[config.mk]
export PLATFORM = sky130hd
export DESIGN_NAME = nf10_xgmac_tx_emulator
export DESIGN_NICKNAME = d
export VERILOG_FILES = /design/src/rtl/nf10_xgmac_tx_emulator.sv
export SDC_FILE = /design/constraint.sdc
export NUM_CORES = 1
export LEC_CHECK = 0
export ABC_AREA = 0
export CELL_PAD_IN_SITES_DETAIL_PLACEMENT = 1
export CELL_PAD_IN_SITES_GLOBAL_PLACEMENT = 1
export CORE_MARGIN = 5
export CORE_UTILIZATION = 31
export DETAILED_ROUTE_END_ITERATION = 12
export GPL_TIMING_DRIVEN = 0
export PLACE_DENSITY_LB_ADDON = 0.1
export SLEW_MARGIN = 5
export SYNTH_ARGS = -nofsm -noshare
export SYNTH_HDL_FRONTEND = slang
export SYNTH_SLANG_ARGS = --single-unit
[constraint.sdc]
create_clock -name axi_aclk -period 3.9 [get_ports axi_aclk]
set_input_delay 1.17 -clock axi_aclk [delete_from_list [all_inputs] [get_ports axi_aclk]]
set_output_delay 1.17 -clock axi_aclk [all_outputs]
set_load 0.01 [all_outputs]
[src/rtl/nf10_xgmac_tx_emulator.sv]
// Loopback stand-in for the 10G MAC transmit client: start/ack handshake, 1-cycle rx echo, per-frame status.
// Define NF10_XGMAC_EMU_STATS_EN to build the saturating stat_frames/stat_bad_frames counters.
module nf10_xgmac_tx_emulator #(
  parameter int unsigned C_ACK_DELAY  = 3,
  parameter int unsigned C_IFG_CYCLES = 2,
  parameter int unsigned C_MIN_LEN    = 60,
  parameter int unsigned C_MAX_LEN    = 1514
) (
  input  logic        axi_aclk,
  input  logic        axi_resetn,
  input  logic [63:0] tx_data,
  input  logic [7:0]  tx_data_valid,
  input  logic        tx_start,
  output logic        tx_ack,
  output logic [63:0] rx_data,
  output logic [7:0]  rx_data_valid,
  output logic        rx_good_frame,
  output logic        rx_bad_frame,
  output logic [31:0] stat_frames,
  output logic [31:0] stat_bad_frames
);

  localparam logic [2:0] S_IDLE     = 3'd0;
  localparam logic [2:0] S_ACK_WAIT = 3'd1;
  localparam logic [2:0] S_DATA     = 3'd2;
  localparam logic [2:0] S_DRAIN    = 3'd3;
  localparam logic [2:0] S_STATUS   = 3'd4;
  localparam logic [2:0] S_IFG      = 3'd5;

  localparam logic [3:0]  ACK_DELAY  = 4'(C_ACK_DELAY);
  localparam logic [3:0]  IFG_CYCLES = 4'(C_IFG_CYCLES);
  localparam logic [15:0] MIN_LEN    = 16'(C_MIN_LEN);
  localparam logic [15:0] MAX_LEN    = 16'(C_MAX_LEN);

  function automatic logic [3:0] popcount8(input logic [7:0] v);
    logic [3:0] n;
    n = 4'd0;
    for (int i = 0; i < 8; i++) n = n + {3'd0, v[i]};
    return n;
  endfunction

  logic [2:0]  state_q, state_d;
  logic [3:0]  cnt_q, cnt_d;
  logic [15:0] len_q, len_d;
  logic        bad_q, bad_d;
  logic [63:0] rx_data_q, rx_data_d;
  logic [7:0]  rx_valid_q, rx_valid_d;

  logic        capture;
  logic        ack;
  logic [16:0] len_sum;
  logic [15:0] len_inc;
  logic        vld_full;
  logic        vld_zero;
  logic        vld_contig;
  logic        frame_bad;

  assign len_sum    = {1'b0, len_q} + {13'd0, popcount8(tx_data_valid)};
  assign len_inc    = len_sum[16] ? 16'hFFFF : len_sum[15:0];
  assign vld_full   = (tx_data_valid == 8'hFF);
  assign vld_zero   = (tx_data_valid == 8'h00);
  // A pattern is contiguous from the LSB exactly when adding one clears every set bit.
  assign vld_contig = ((tx_data_valid & (tx_data_valid + 8'd1)) == 8'd0);
  assign frame_bad  = bad_q | (len_q < MIN_LEN) | (len_q > MAX_LEN);

  // NOTE: every always_comb output gets a default first so no path leaves it unassigned (no latch).
  always_comb begin
    state_d    = state_q;
    cnt_d      = cnt_q;
    len_d      = len_q;
    bad_d      = bad_q;
    rx_data_d  = 64'd0;
    rx_valid_d = 8'd0;
    capture    = 1'b0;
    ack        = 1'b0;

    case (state_q)
      S_IDLE: begin
        if (tx_start) begin
          state_d = S_ACK_WAIT;
          cnt_d   = 4'd1;
          len_d   = 16'd0;
          bad_d   = 1'b0;
        end
      end
      S_ACK_WAIT: begin
        if (cnt_q == ACK_DELAY) begin
          ack     = 1'b1;
          capture = 1'b1;
          state_d = S_DATA;
        end else begin
          cnt_d = cnt_q + 4'd1;
        end
      end
      S_DATA: begin
        if (tx_start) bad_d = 1'b1;
        if (vld_full) begin
          capture = 1'b1;
        end else if (vld_zero) begin
          state_d = S_STATUS;
        end else begin
          capture = 1'b1;
          state_d = S_DRAIN;
          if (!vld_contig) bad_d = 1'b1;
        end
      end
      // Lets the partial last word appear on rx before the status pulse.
      S_DRAIN: state_d = S_STATUS;
      S_STATUS: begin
        if (IFG_CYCLES == 4'd0) begin
          state_d = S_IDLE;
        end else begin
          state_d = S_IFG;
          cnt_d   = 4'd1;
        end
      end
      S_IFG: begin
        if (cnt_q == IFG_CYCLES) state_d = S_IDLE;
        else                     cnt_d   = cnt_q + 4'd1;
      end
      default: state_d = S_IDLE;
    endcase

    if (capture) begin
      rx_data_d  = tx_data;
      rx_valid_d = tx_data_valid;
      len_d      = len_inc;
    end
  end

  // NOTE: sequential state uses non-blocking assignments so every register samples pre-edge values.
  always_ff @(posedge axi_aclk or negedge axi_resetn) begin
    if (!axi_resetn) begin
      state_q    <= S_IDLE;
      cnt_q      <= 4'd0;
      len_q      <= 16'd0;
      bad_q      <= 1'b0;
      rx_data_q  <= 64'd0;
      rx_valid_q <= 8'd0;
    end else begin
      state_q    <= state_d;
      cnt_q      <= cnt_d;
      len_q      <= len_d;
      bad_q      <= bad_d;
      rx_data_q  <= rx_data_d;
      rx_valid_q <= rx_valid_d;
    end
  end

  assign tx_ack        = ack;
  assign rx_data       = rx_data_q;
  assign rx_data_valid = rx_valid_q;
  assign rx_good_frame = (state_q == S_STATUS) & ~frame_bad;
  assign rx_bad_frame  = (state_q == S_STATUS) &  frame_bad;

`ifdef NF10_XGMAC_EMU_STATS_EN
  logic [31:0] frames_q;
  logic [31:0] bad_frames_q;

  always_ff @(posedge axi_aclk or negedge axi_resetn) begin
    if (!axi_resetn) begin
      frames_q     <= 32'd0;
      bad_frames_q <= 32'd0;
    end else if (state_q == S_STATUS) begin
      if (frames_q != 32'hFFFF_FFFF) frames_q <= frames_q + 32'd1;
      if (frame_bad && (bad_frames_q != 32'hFFFF_FFFF)) bad_frames_q <= bad_frames_q + 32'd1;
    end
  end

  assign stat_frames     = frames_q;
  assign stat_bad_frames = bad_frames_q;
`else
  assign stat_frames     = 32'd0;
  assign stat_bad_frames = 32'd0;
`endif

endmodule

==> results.sh <==
export IMPL_min_period_ps=4260
export IMPL_finalCritPeriodShare_pct=109
export IMPL_p_sw_mw=1.21
export IMPL_switching_share_pct=32.9
export IMPL_final_common_cell="clkdlybuf4s50_1"
export IMPL_ant_nets=0
export IMPL_grtUsageTotal_pct=16.1
export IMPL_violations="setup timing"
export IMPL_ios=214
export IMPL_cp_start_kind="primary input"
export IMPL_cp_top_family="adder cells"
export IMPL_netlist_area_sq_mm=0.00456
export IMPL_fill_cells=1598
export IMPL_htree_levels=3
export IMPL_p_int_mw=2.46
export IMPL_hold_ws_ps=555
export IMPL_synthDistinctLibCells=53
export IMPL_vias=3674
export IMPL_clock_skew_ps=8.37
export IMPL_drc=0
export IMPL_wl_mm=13.9
export IMPL_cts_buffers_inserted=9
export IMPL_status="finished, violations left"
export IMPL_synthFlopType="dfrtp_1"
export IMPL_yosys_warnings=0
export IMPL_ys_ff_latch=96
export IMPL_cts_clk_slew_worst_paths_ps=70
export IMPL_cap_violations=0
export IMPL_finalSetupViolations=16
export IMPL_crit_chain="buf_8 -> fa_1 -> inv_1 -> fa_1 -> fa_1 -> fa_2 -> inv_2 -> fa_2 -> a21o_1 -> o21ai_4 -> buf_6 -> nor3_4 -> buf_12 -> o31ai_4 -> a21oi_2"
export IMPL_crit_fanout=5
export IMPL_antennaDiodeCount=0
export IMPL_worst_pin_slew_ps=642
export IMPL_synth_edf_count=0
export IMPL_preCtsSetupSlack_ps=-1200
export IMPL_p_leak_nw=3.45
export IMPL_antenna_found_initial=0
export IMPL_max_freq_ghz=0.235
export IMPL_synth_area_per_cell_sq_um=10.8
export IMPL_fin_nets=745
export IMPL_die_h_microns=131
export IMPL_postSynthCellCount=420
export IMPL_finalHoldViolations=0
export IMPL_final_seq_area_sq_mm=0.00240
export IMPL_synth_area_leader_cell="dfrtp_1"
export IMPL_port_buffer_count=149
export IMPL_vdd_ir_drop_max_v=0.000224
export IMPL_crit_path_end_kind="register"
export IMPL_clock_sinks=96
export IMPL_grt_ovfl_total=0
export IMPL_fp_dieW_microns=131
export IMPL_synth_area_leaders="dfrtp_1 53%, buf_4 11%, and2_1 9.2%"
export IMPL_dp_hpwl_mm=10.7
export IMPL_synth_top_area_share_pct=52.7
export IMPL_viasPerCell=4.36
export IMPL_worstPathArrival_ps=4460
export IMPL_cts_tree="done"
export IMPL_grt_first_pass_wirelength_mm=22.5
export IMPL_clockPowerShare_pct=24.8
export IMPL_rsz0062_at_grt="yes"
export IMPL_gp_congestion=0.773
export IMPL_multi_input_area_sq_mm=0.00188
export IMPL_layout_common_cells="144 x clkdlybuf4s50_1, 96 x dfrtp_1, 74 x buf_4, 67 x and2_1, 64 x conb_1"
export IMPL_path_class="primary input to register"
export IMPL_clock_path_buffers=2
export IMPL_finalSetupTns_ps=-3860
export IMPL_ys_seq_area_share_pct=52.7
export IMPL_drt_pre_antenna_iters=4
export IMPL_synthToLayoutAreaGrowth_pct=54.8
export IMPL_insertion_delay_ps=340
export IMPL_combinationalPowerShare_pct=39.6
export IMPL_power_per_cell_area_mw_per_mm2=521
export IMPL_cp_required_ps=4090
export IMPL_dieArea_sq_mm=0.0172
export IMPL_root_buffer="clkbuf_16"
export IMPL_p_seq_share_pct=35.6
export IMPL_maxSlewHeadroom_pct=57.1
export IMPL_final_core_util_pct=48.7
export IMPL_grt_max_degree=54
export IMPL_hp_class="register to register"
export IMPL_core_sq_mm=0.0145
export IMPL_rows=44
export IMPL_final_setup_worst_slack_ps=-362
export IMPL_final_max_slew_viol_count=0
export IMPL_drive_gt1_share_pct=18.8
export IMPL_wl_per_cell_microns=16.5
export IMPL_slowest_stage="fa_1"
export IMPL_ctsHoldBuffers=0
export IMPL_cpMostUsedCell="fa_1"
export IMPL_grt_pass1_vias=3977
export IMPL_crit_buf_inv=5
export IMPL_start_util_pct=31.5
export IMPL_async_flop_share_pct=100
export IMPL_critPathMaxStageDelay_ps=520
export IMPL_dr_first_iter_drc_count=119
power by group through the flow:
stage | sequential, mW | combinational (mW) | clock (mW)
after CTS | 1.31 | 1.43 | 0.937
after global routing | 1.33 | 1.61 | 0.977
after floorplan | 1.39 | 0.666 | 0
after global placement | 1.32 | 1.34 | 0
after detailed placement | 1.33 | 1.38 | 0
final | 1.31 | 1.45 | 0.910
layout make-up:
type                       instances  area share [%]
sequential                        96            34.1
buffer                            78            7.70
timing repair buffer             161            23.1
clock inverter                     5           0.905
clock buffer                      10            3.39
tap                              184            3.26
inverter                          17           0.905
multi-input combinational        291            26.7
worst paths after layout:
check | start | to | slack, ps | cells past startpoint
max | tx_data_valid[1] | len_q[9] | -360 | 15
max in group asynchronous | axi_resetn | rx_data[62] | 2410 | 2
max reg2reg | len_q[0] | len_q[9] | 680 | 13
min in group asynchronous | axi_resetn | rx_data[0] | 830 | 1
min | cnt_q[0] | cnt_q[0] | 560 | 1
min reg2reg | cnt_q[0] | cnt_q[0] | 560 | 1
metrics by stage:
stage                     power (mW)  cells  cell area (sq um)
after floorplan                 2.06    483               4820
after global placement          2.67    816               6540
after detailed placement        2.71    817               6570
after CTS                       3.68    839               6970
after global routing            3.92    842               7050
final                           3.67    842               7050
cell families after synthesis:
kind of cell,share of synthesized area [%]
compound gates,9.58
xor+xnor,0.192
fa+ha+maj,5.22
buf+inv,13.6
flops,52.7
mux,0.714
other cells,0.0823
simple gates,17.9
per-layer routing:
| layer | share of wire, % | routed length, microns | track usage, % | vias to the layer above |
|---|---|---|---|---|
| met5 | 0 | 0 | 0 | - |
| met4 | 1.1 | 154 | 4.56 | 0 |
| met3 | 5.1 | 716 | 3.94 | 11 |
| met2 | 51 | 7120 | 27.2 | 123 |
| met1 | 43 | 5930 | 20.6 | 1795 |
| li1 | - | - | - | 1745 |
state kept, by name (all words and copies together) (netlist names):
name,cells
rx_data,64
len_q,16
rx_data_valid,8
cnt_q,4
state_q,3
bad_q,1
synth_stat cells (all sizes together), types with 5 or more instances:
cell and number:
a21oi 14, a31oi 7, and2 67, buf 72, clkbuf 7, dfrtp 96
fa 5, ha 11, inv 17, nand2 11, nand3 10, nor2 22
nor3 11, nor4 5, o21ai 14
timing repair:
item	in CTS	in global routing
endpoints found under the setup margin	16	16
pin swaps	15	15
gates resized for setup	27	11
buffers inserted	7	4
(Power assumes the default switching activity.)
